--- src/rtl/fp_pkg.sv ---
// Shared constants and types for the IEEE-754 single to signed Q16.16 converter.
`timescale 1ns/1ps
package fp_pkg;

    localparam int EXP_BIAS  = 127;
    localparam int FRAC_BITS = 16;

    localparam logic [31:0] Q_MAX = 32'h7FFF_FFFF;
    localparam logic [31:0] Q_MIN = 32'h8000_0000;

    // Unbiased exponent landmarks: the 24-bit significand carries 23 fraction
    // bits, so it lines up with Q16.16 when shifted by (e - E_PIVOT).
    localparam logic signed [8:0] E_PIVOT = 9'(23 - FRAC_BITS);
    localparam logic signed [8:0] E_SAT   = 9'sd15;
    localparam logic signed [8:0] E_UFL   = -9'sd16;

    typedef enum logic [1:0] {
        ZERO   = 2'd0,
        NORMAL = 2'd1,
        INF    = 2'd2,
        NAN    = 2'd3
    } fp_class_e;

    typedef struct packed {
        logic                sign;
        logic signed [8:0]   exp;
        logic        [23:0]  sig;
        fp_class_e           cls;
    } fp_fields_t;

endpackage

--- src/rtl/fp_unpack.sv ---
// Combinational field split and classification of an IEEE-754 single word.
`timescale 1ns/1ps
module fp_unpack
    import fp_pkg::*;
(
    input  logic [31:0] i_data,
    output fp_fields_t  o_fields
);

    logic [7:0]  w_exp_raw;
    logic [22:0] w_mant;

    assign w_exp_raw = i_data[30:23];
    assign w_mant    = i_data[22:0];

    always_comb begin
        o_fields      = '0;
        o_fields.sign = i_data[31];
        o_fields.exp  = $signed({1'b0, w_exp_raw}) - 9'(EXP_BIAS);
        o_fields.sig  = {1'b1, w_mant};
        if (w_exp_raw == 8'd0) begin
            o_fields.cls = ZERO;
        end else if (w_exp_raw == 8'hFF) begin
            o_fields.cls = (w_mant != 23'd0) ? NAN : INF;
        end else begin
            o_fields.cls = NORMAL;
        end
    end

endmodule

--- src/rtl/fp_to_fixed_decoder.sv ---
// Two-stage IEEE-754 single to signed Q16.16 converter with valid/ready flow control.
`timescale 1ns/1ps
module fp_to_fixed_decoder
    import fp_pkg::*;
(
    input  logic        clk,
    input  logic        rst_n,
    input  logic        in_valid,
    output logic        in_ready,
    input  logic [31:0] in_data,
    output logic        out_valid,
    input  logic        out_ready,
    output logic [31:0] out_data,
    output logic        out_ovf,
    output logic        out_nan
);

    // Handshake: a word moves across a port on any rising edge where valid and
    // ready are both high; a stage reloads when empty or when it is being drained.
    fp_fields_t  w_fields;
    fp_fields_t  r_s1;
    logic        r_s1_valid;
    logic        r_s2_valid;
    logic [31:0] r_s2_data;
    logic        r_s2_ovf;
    logic        r_s2_nan;

    logic        w_s2_load;
    logic        w_s1_load;
    logic [4:0]  w_shl;
    logic [4:0]  w_shr;
    logic [31:0] w_mag;
    logic [31:0] w_res;
    logic        w_ovf;
    logic        w_nan;

    fp_unpack u_unpack (
        .i_data   (in_data),
        .o_fields (w_fields)
    );

    assign w_s2_load = !r_s2_valid || out_ready;
    assign w_s1_load = !r_s1_valid || w_s2_load;
    assign in_ready  = w_s1_load;

    assign out_valid = r_s2_valid;
    assign out_data  = r_s2_data;
    assign out_ovf   = r_s2_ovf;
    assign out_nan   = r_s2_nan;

    assign w_shl = r_s1.exp[4:0] - E_PIVOT[4:0];
    assign w_shr = E_PIVOT[4:0] - r_s1.exp[4:0];

    always_comb begin
        w_mag = '0;
        w_res = '0;
        w_ovf = 1'b0;
        w_nan = 1'b0;
        case (r_s1.cls)
            NAN: w_nan = 1'b1;
            INF: begin
                w_ovf = 1'b1;
                w_res = r_s1.sign ? Q_MIN : Q_MAX;
            end
            NORMAL: begin
                if (r_s1.exp < E_UFL) begin
                    w_res = '0;
                end else if (!r_s1.sign && r_s1.exp >= E_SAT) begin
                    w_ovf = 1'b1;
                    w_res = Q_MAX;
                end else if (r_s1.sign && (r_s1.exp > E_SAT ||
                             (r_s1.exp == E_SAT && r_s1.sig[22:0] != 23'd0))) begin
                    w_ovf = 1'b1;
                    w_res = Q_MIN;
                end else if (r_s1.exp == E_SAT) begin
                    // Exactly -32768.0 is representable, so no saturation flag.
                    w_res = Q_MIN;
                end else begin
                    if (r_s1.exp >= E_PIVOT) begin
                        w_mag = {8'd0, r_s1.sig} << w_shl;
                    end else begin
                        w_mag = {8'd0, r_s1.sig} >> w_shr;
                    end
                    w_res = r_s1.sign ? (~w_mag + 32'd1) : w_mag;
                end
            end
            default: w_res = '0;
        endcase
    end

    always_ff @(posedge clk or negedge rst_n) begin
        if (!rst_n) begin
            r_s1_valid <= 1'b0;
            r_s1       <= '0;
        end else if (w_s1_load) begin
            r_s1_valid <= in_valid;
            if (in_valid) begin
                r_s1 <= w_fields;
            end
        end
    end

    always_ff @(posedge clk or negedge rst_n) begin
        if (!rst_n) begin
            r_s2_valid <= 1'b0;
            r_s2_data  <= '0;
            r_s2_ovf   <= 1'b0;
            r_s2_nan   <= 1'b0;
        end else if (w_s2_load) begin
            r_s2_valid <= r_s1_valid;
            if (r_s1_valid) begin
                r_s2_data <= w_res;
                r_s2_ovf  <= w_ovf;
                r_s2_nan  <= w_nan;
            end
        end
    end

endmodule

--- config.mk ---
export PLATFORM = sky130hd
export DESIGN_NAME = fp_to_fixed_decoder
export DESIGN_NICKNAME = d
export VERILOG_FILES = /design/src/rtl/fp_pkg.sv /design/src/rtl/fp_unpack.sv /design/src/rtl/fp_to_fixed_decoder.sv
export SDC_FILE = /design/constraint.sdc
export NUM_CORES = 1
export LEC_CHECK = 0
export BUFFER_PORTS_ARGS = -buffer_cell sky130_fd_sc_hd__buf_2
export CAP_MARGIN = 20
export CORE_ASPECT_RATIO = 0.7
export CORE_UTILIZATION = 40
export DETAILED_ROUTE_END_ITERATION = 10
export PLACE_DENSITY = 0.62
export SKIP_LAST_GASP = 1
export SLEW_MARGIN = 20
export SYNTH_ARGS = -nofsm -noshare
export SYNTH_HDL_FRONTEND = slang
export SYNTH_SLANG_ARGS = --single-unit
export TNS_END_PERCENT = 100
--- constraint.sdc ---
create_clock -name clk -period 4.59 [get_ports clk]
set_input_delay 0.2295 -clock clk [delete_from_list [all_inputs] [get_ports clk]]
set_output_delay 0.2295 -clock clk [all_outputs]
set_load 0.01 [all_outputs]
==> qor.csv <==
stage,metric,value,unit
clock_network,clk_lat worst skew,350,ps
critical_path,FF-to-FF setup slack,170,ps
timing,Final period util,96.3,%
clock_network,Sink Count,72,
global_route,GRT met1 Usage,44.9,%
critical_path,largest stage delay on the critical path,670,ps
critical_path,reg2reg path depth,11,
critical_path,Crit. path cell count,11,
clock_network,hold-fix buffers at CTS,0,
die,row cnt,41,
timing,final hold violations,0,
timing,Relative slew margins,35.7,%
critical_path,RR Endpoint,out_data[27]$_DFFE_PN0P_,
critical_path,"Req. time, crit path",4880,ps
clock_network,Worst-path clk slew,60,ps
critical_path,CP Buf/Inv Count,1,
timing,Final Setup Violations,0,
critical_path,Top Family by Delay on Critical Path,simple AND/OR/NAND/NOR gates,
die,Die X-Extent,164,µm
synth,compound-cell area share of the yosys netlist,21.5,%
synth,post-synthesis adder-cell area fraction,1.69,%
routing,DRT antenna net count,0,
timing,RSZ-0062 raised after global routing,no,
routing,Post-Route WL,26200,µm
global_route,global-route wire length before repair,40600,µm
die,I/O Pins,72,
global_route,vias in the first global route,6670,
synth,Post-Syn Nets,887,
routing,vias,7369,
clock_network,Clock Tree Root,clkbuf_16,
power,worst vdd ir,213,µV
min_path,Hold Crit Class,primary input to async pin,
global_route,initial antenna violation count,0,
layout,share of layout cells above drive strength 1,27.0,%
synth,"EDFF count, synth",0,
routing,Iteration-0 DRC Markers,939,
critical_path,RR Startpoint,r_s1[26]$_DFFE_PN0P_,
die,CORE AREA,0.0181,mm²
clock_network,clk buf depth,2,
synth,ys flop type,dfrtp_1,
synth,Area contributors post-synth,"dfrtp_1 (24%), mux2_2 (8.5%), mux4_2 (7.3%)",
synth,synth cell count leaders,"nand2_1 (82), dfrtp_1 (72), nor2_1 (65)",
global_route,met2 Use GR,37.1,%
layout,Antenna Diode Count,0,
critical_path,"Max FO, Critical Path",7,
timing,Final Critical Period,4420,ps
synth,most numerous cell in the Yosys netlist,nand2_1,
synth,"Async S/R FF share, synth",100,%
global_route,GRT busiest layer,met1,
routing,drt first pass iters,6,
synth,share of the synthesized area in the top cell type,24.4,%
timing,Max Slew Vio Count,0,
global_route,GRT Total Usage,28.6,%
critical_path,WP data arrival,4710,ps
synth,sequential element share of the synthesized area,24.4,%
placed_design,IO buf count,71,
global_route,largest net degree at the start of global routing,73,
routing,DRC,0,
layout,Syn-to-layout area delta,15.4,%
placed_design,DP HPWL,20600,µm
synth,Simple-Gate Fraction of Synth Area,19.4,%
power,cell area power density,511,mW/mm²
critical_path,worst-path cell chain,ha_1 > mux4_2 > mux2_2 > nand2_1 > o221ai_1 > or4_1 > or3_1 > buf_4 > or3_1 > o211ai_1 > a221o_1,
timing,Tightest Pin Transition,961,ps
synth,xor/xnor share of the synthesized area,3.08,%
die,starting density of the core,40.9,%
synth,largest area contributor in the synthesized netlist,dfrtp_1,
critical_path,CP max-delay cell,mux4_2,
clock_network,TritonCTS clock tree,built,
critical_path,crit end category,register,
layout,Final nets,964,
outcome,status,finished clean,
power,Leak,3.56,nW
routing,vias per cell,6.36,
global_route,met3 usage,8.27,%
power,Design Power,0.00435,W
synth,post-synth cell types,82,
flow_run,# Max-Cap Violations,0,
critical_path,worst setup path class,register to register,
synth,largest family of logic cells by synthesized area,multiplexers,
routing,DR WL/cell,22.6,µm
synth,post-synthesis cell count,841,
synth,mux cell area share after synthesis,24.1,%
global_route,total grt overflow,0,
placed_design,RD Place Congestion,1.09,
synth,Synthesis Warnings,0,
timing,clock skew,6.96,ps
critical_path,Setup crit start kind,register,
die,die height,116,µm
critical_path,Most common cell on crit path,or3_1,
clock_network,H-Tree Depth,3,
die,die area,0.0190,mm²
clock_network,TritonCTS Buffers,9,
synth,syn avg cell area,8.78,µm²
synth,Mapped Area,0.00739,mm²
timing,Peak Freq,0.226,GHz
timing,Sum Neg Setup Slack,0,ps
synth,synthesis-stage register bit count,72,
[layout make-up]
class / count / area (µm²)
Fill cell: 1775 / 9530
Multi-Input combinational cell: 685 / 5180
Sequential cell: 72 / 1800
Timing Repair Buffer: 132 / 853
Tap cell: 236 / 295
Clock buffer: 11 / 243
Clock inverter: 5 / 81.3
Inverter: 18 / 67.6
[state kept, by name, summed over array words and instances, names as in the netlist]
name	flops
out_nan	1
r_s1_valid	1
out_valid	1
out_ovf	1
out_data	32
r_s1	36
[metrics by stage]
stage,cells,util [%],worst slack [ps],area (µm²),hold slack (ps)
floorplan,841,-,199,7390,-66.1
global placement,1143,45.4,265,8190,440
detailed placement,1143,45.4,212,8190,439
CTS,1159,47.1,196,8510,67.0
global route,1159,47.2,10.3,8520,108
finish,1159,47.2,169,8520,18.6
[timing repair]
action,4_1_cts,5_1_grt
resized for setup,0,2
endpoints found under the setup margin,0,6
endpoints found under the hold margin,0,0
buffers inserted,0,0
[cell usage in the layout (no fill, tap or decap), types with 12 or more instances in the layout]
master / count
a21oi_1: 36
a221o_1: 17
buf_2: 70
buf_4: 59
dfrtp_1: 71
inv_1: 15
mux2_2: 56
mux2i_1: 52
mux4_2: 24
nand2_1: 82
nand2b_1: 12
nand3_1: 27
nor2_1: 65
nor3_1: 26
nor4_1: 21
o21ai_0: 45
o22ai_1: 16
xnor2_1: 19
[routing by layer]
metal  vias to the layer above  wire, µm
li1                       3396         -
met5                         -         0
met1                      3562     12600
met3                        29      3040
met4                         0       425
met2                       382     10100
[how the worst max path moves through the flow]
| stage | startpoint | endpoint | slack [ps] |
|---|---|---|---|
| floorplan | r_s1[29]$_DFFE_PN0P_ | out_data[17]$_DFFE_PN0P_ | 200 |
| global placement | r_s1[26]$_DFFE_PN0P_ | out_data[30]$_DFFE_PN0P_ | 260 |
| detailed placement | r_s1[26]$_DFFE_PN0P_ | out_data[28]$_DFFE_PN0P_ | 210 |
| CTS | r_s1[26]$_DFFE_PN0P_ | out_data[28]$_DFFE_PN0P_ | 200 |
| global route | r_s1[28]$_DFFE_PN0P_ | out_data[28]$_DFFE_PN0P_ | 10 |
| finish | r_s1[26]$_DFFE_PN0P_ | out_data[27]$_DFFE_PN0P_ | 170 |
[cells by family after synthesis]
group | after synthesis
fa+ha+maj | 10
simple gates | 291
buf+inv | 84
compound gates | 221
xor+xnor | 26
mux | 137
flops | 72
[where the power goes]
part	switching [W]	internal, W	leakage (nW)
Sequential	0.000136	0.000734	0.902
Clock	0.000294	0.000491	0.156
Combinational	0.00160	0.00110	2.50
Note: power is estimated with default switching activity, not from simulation.
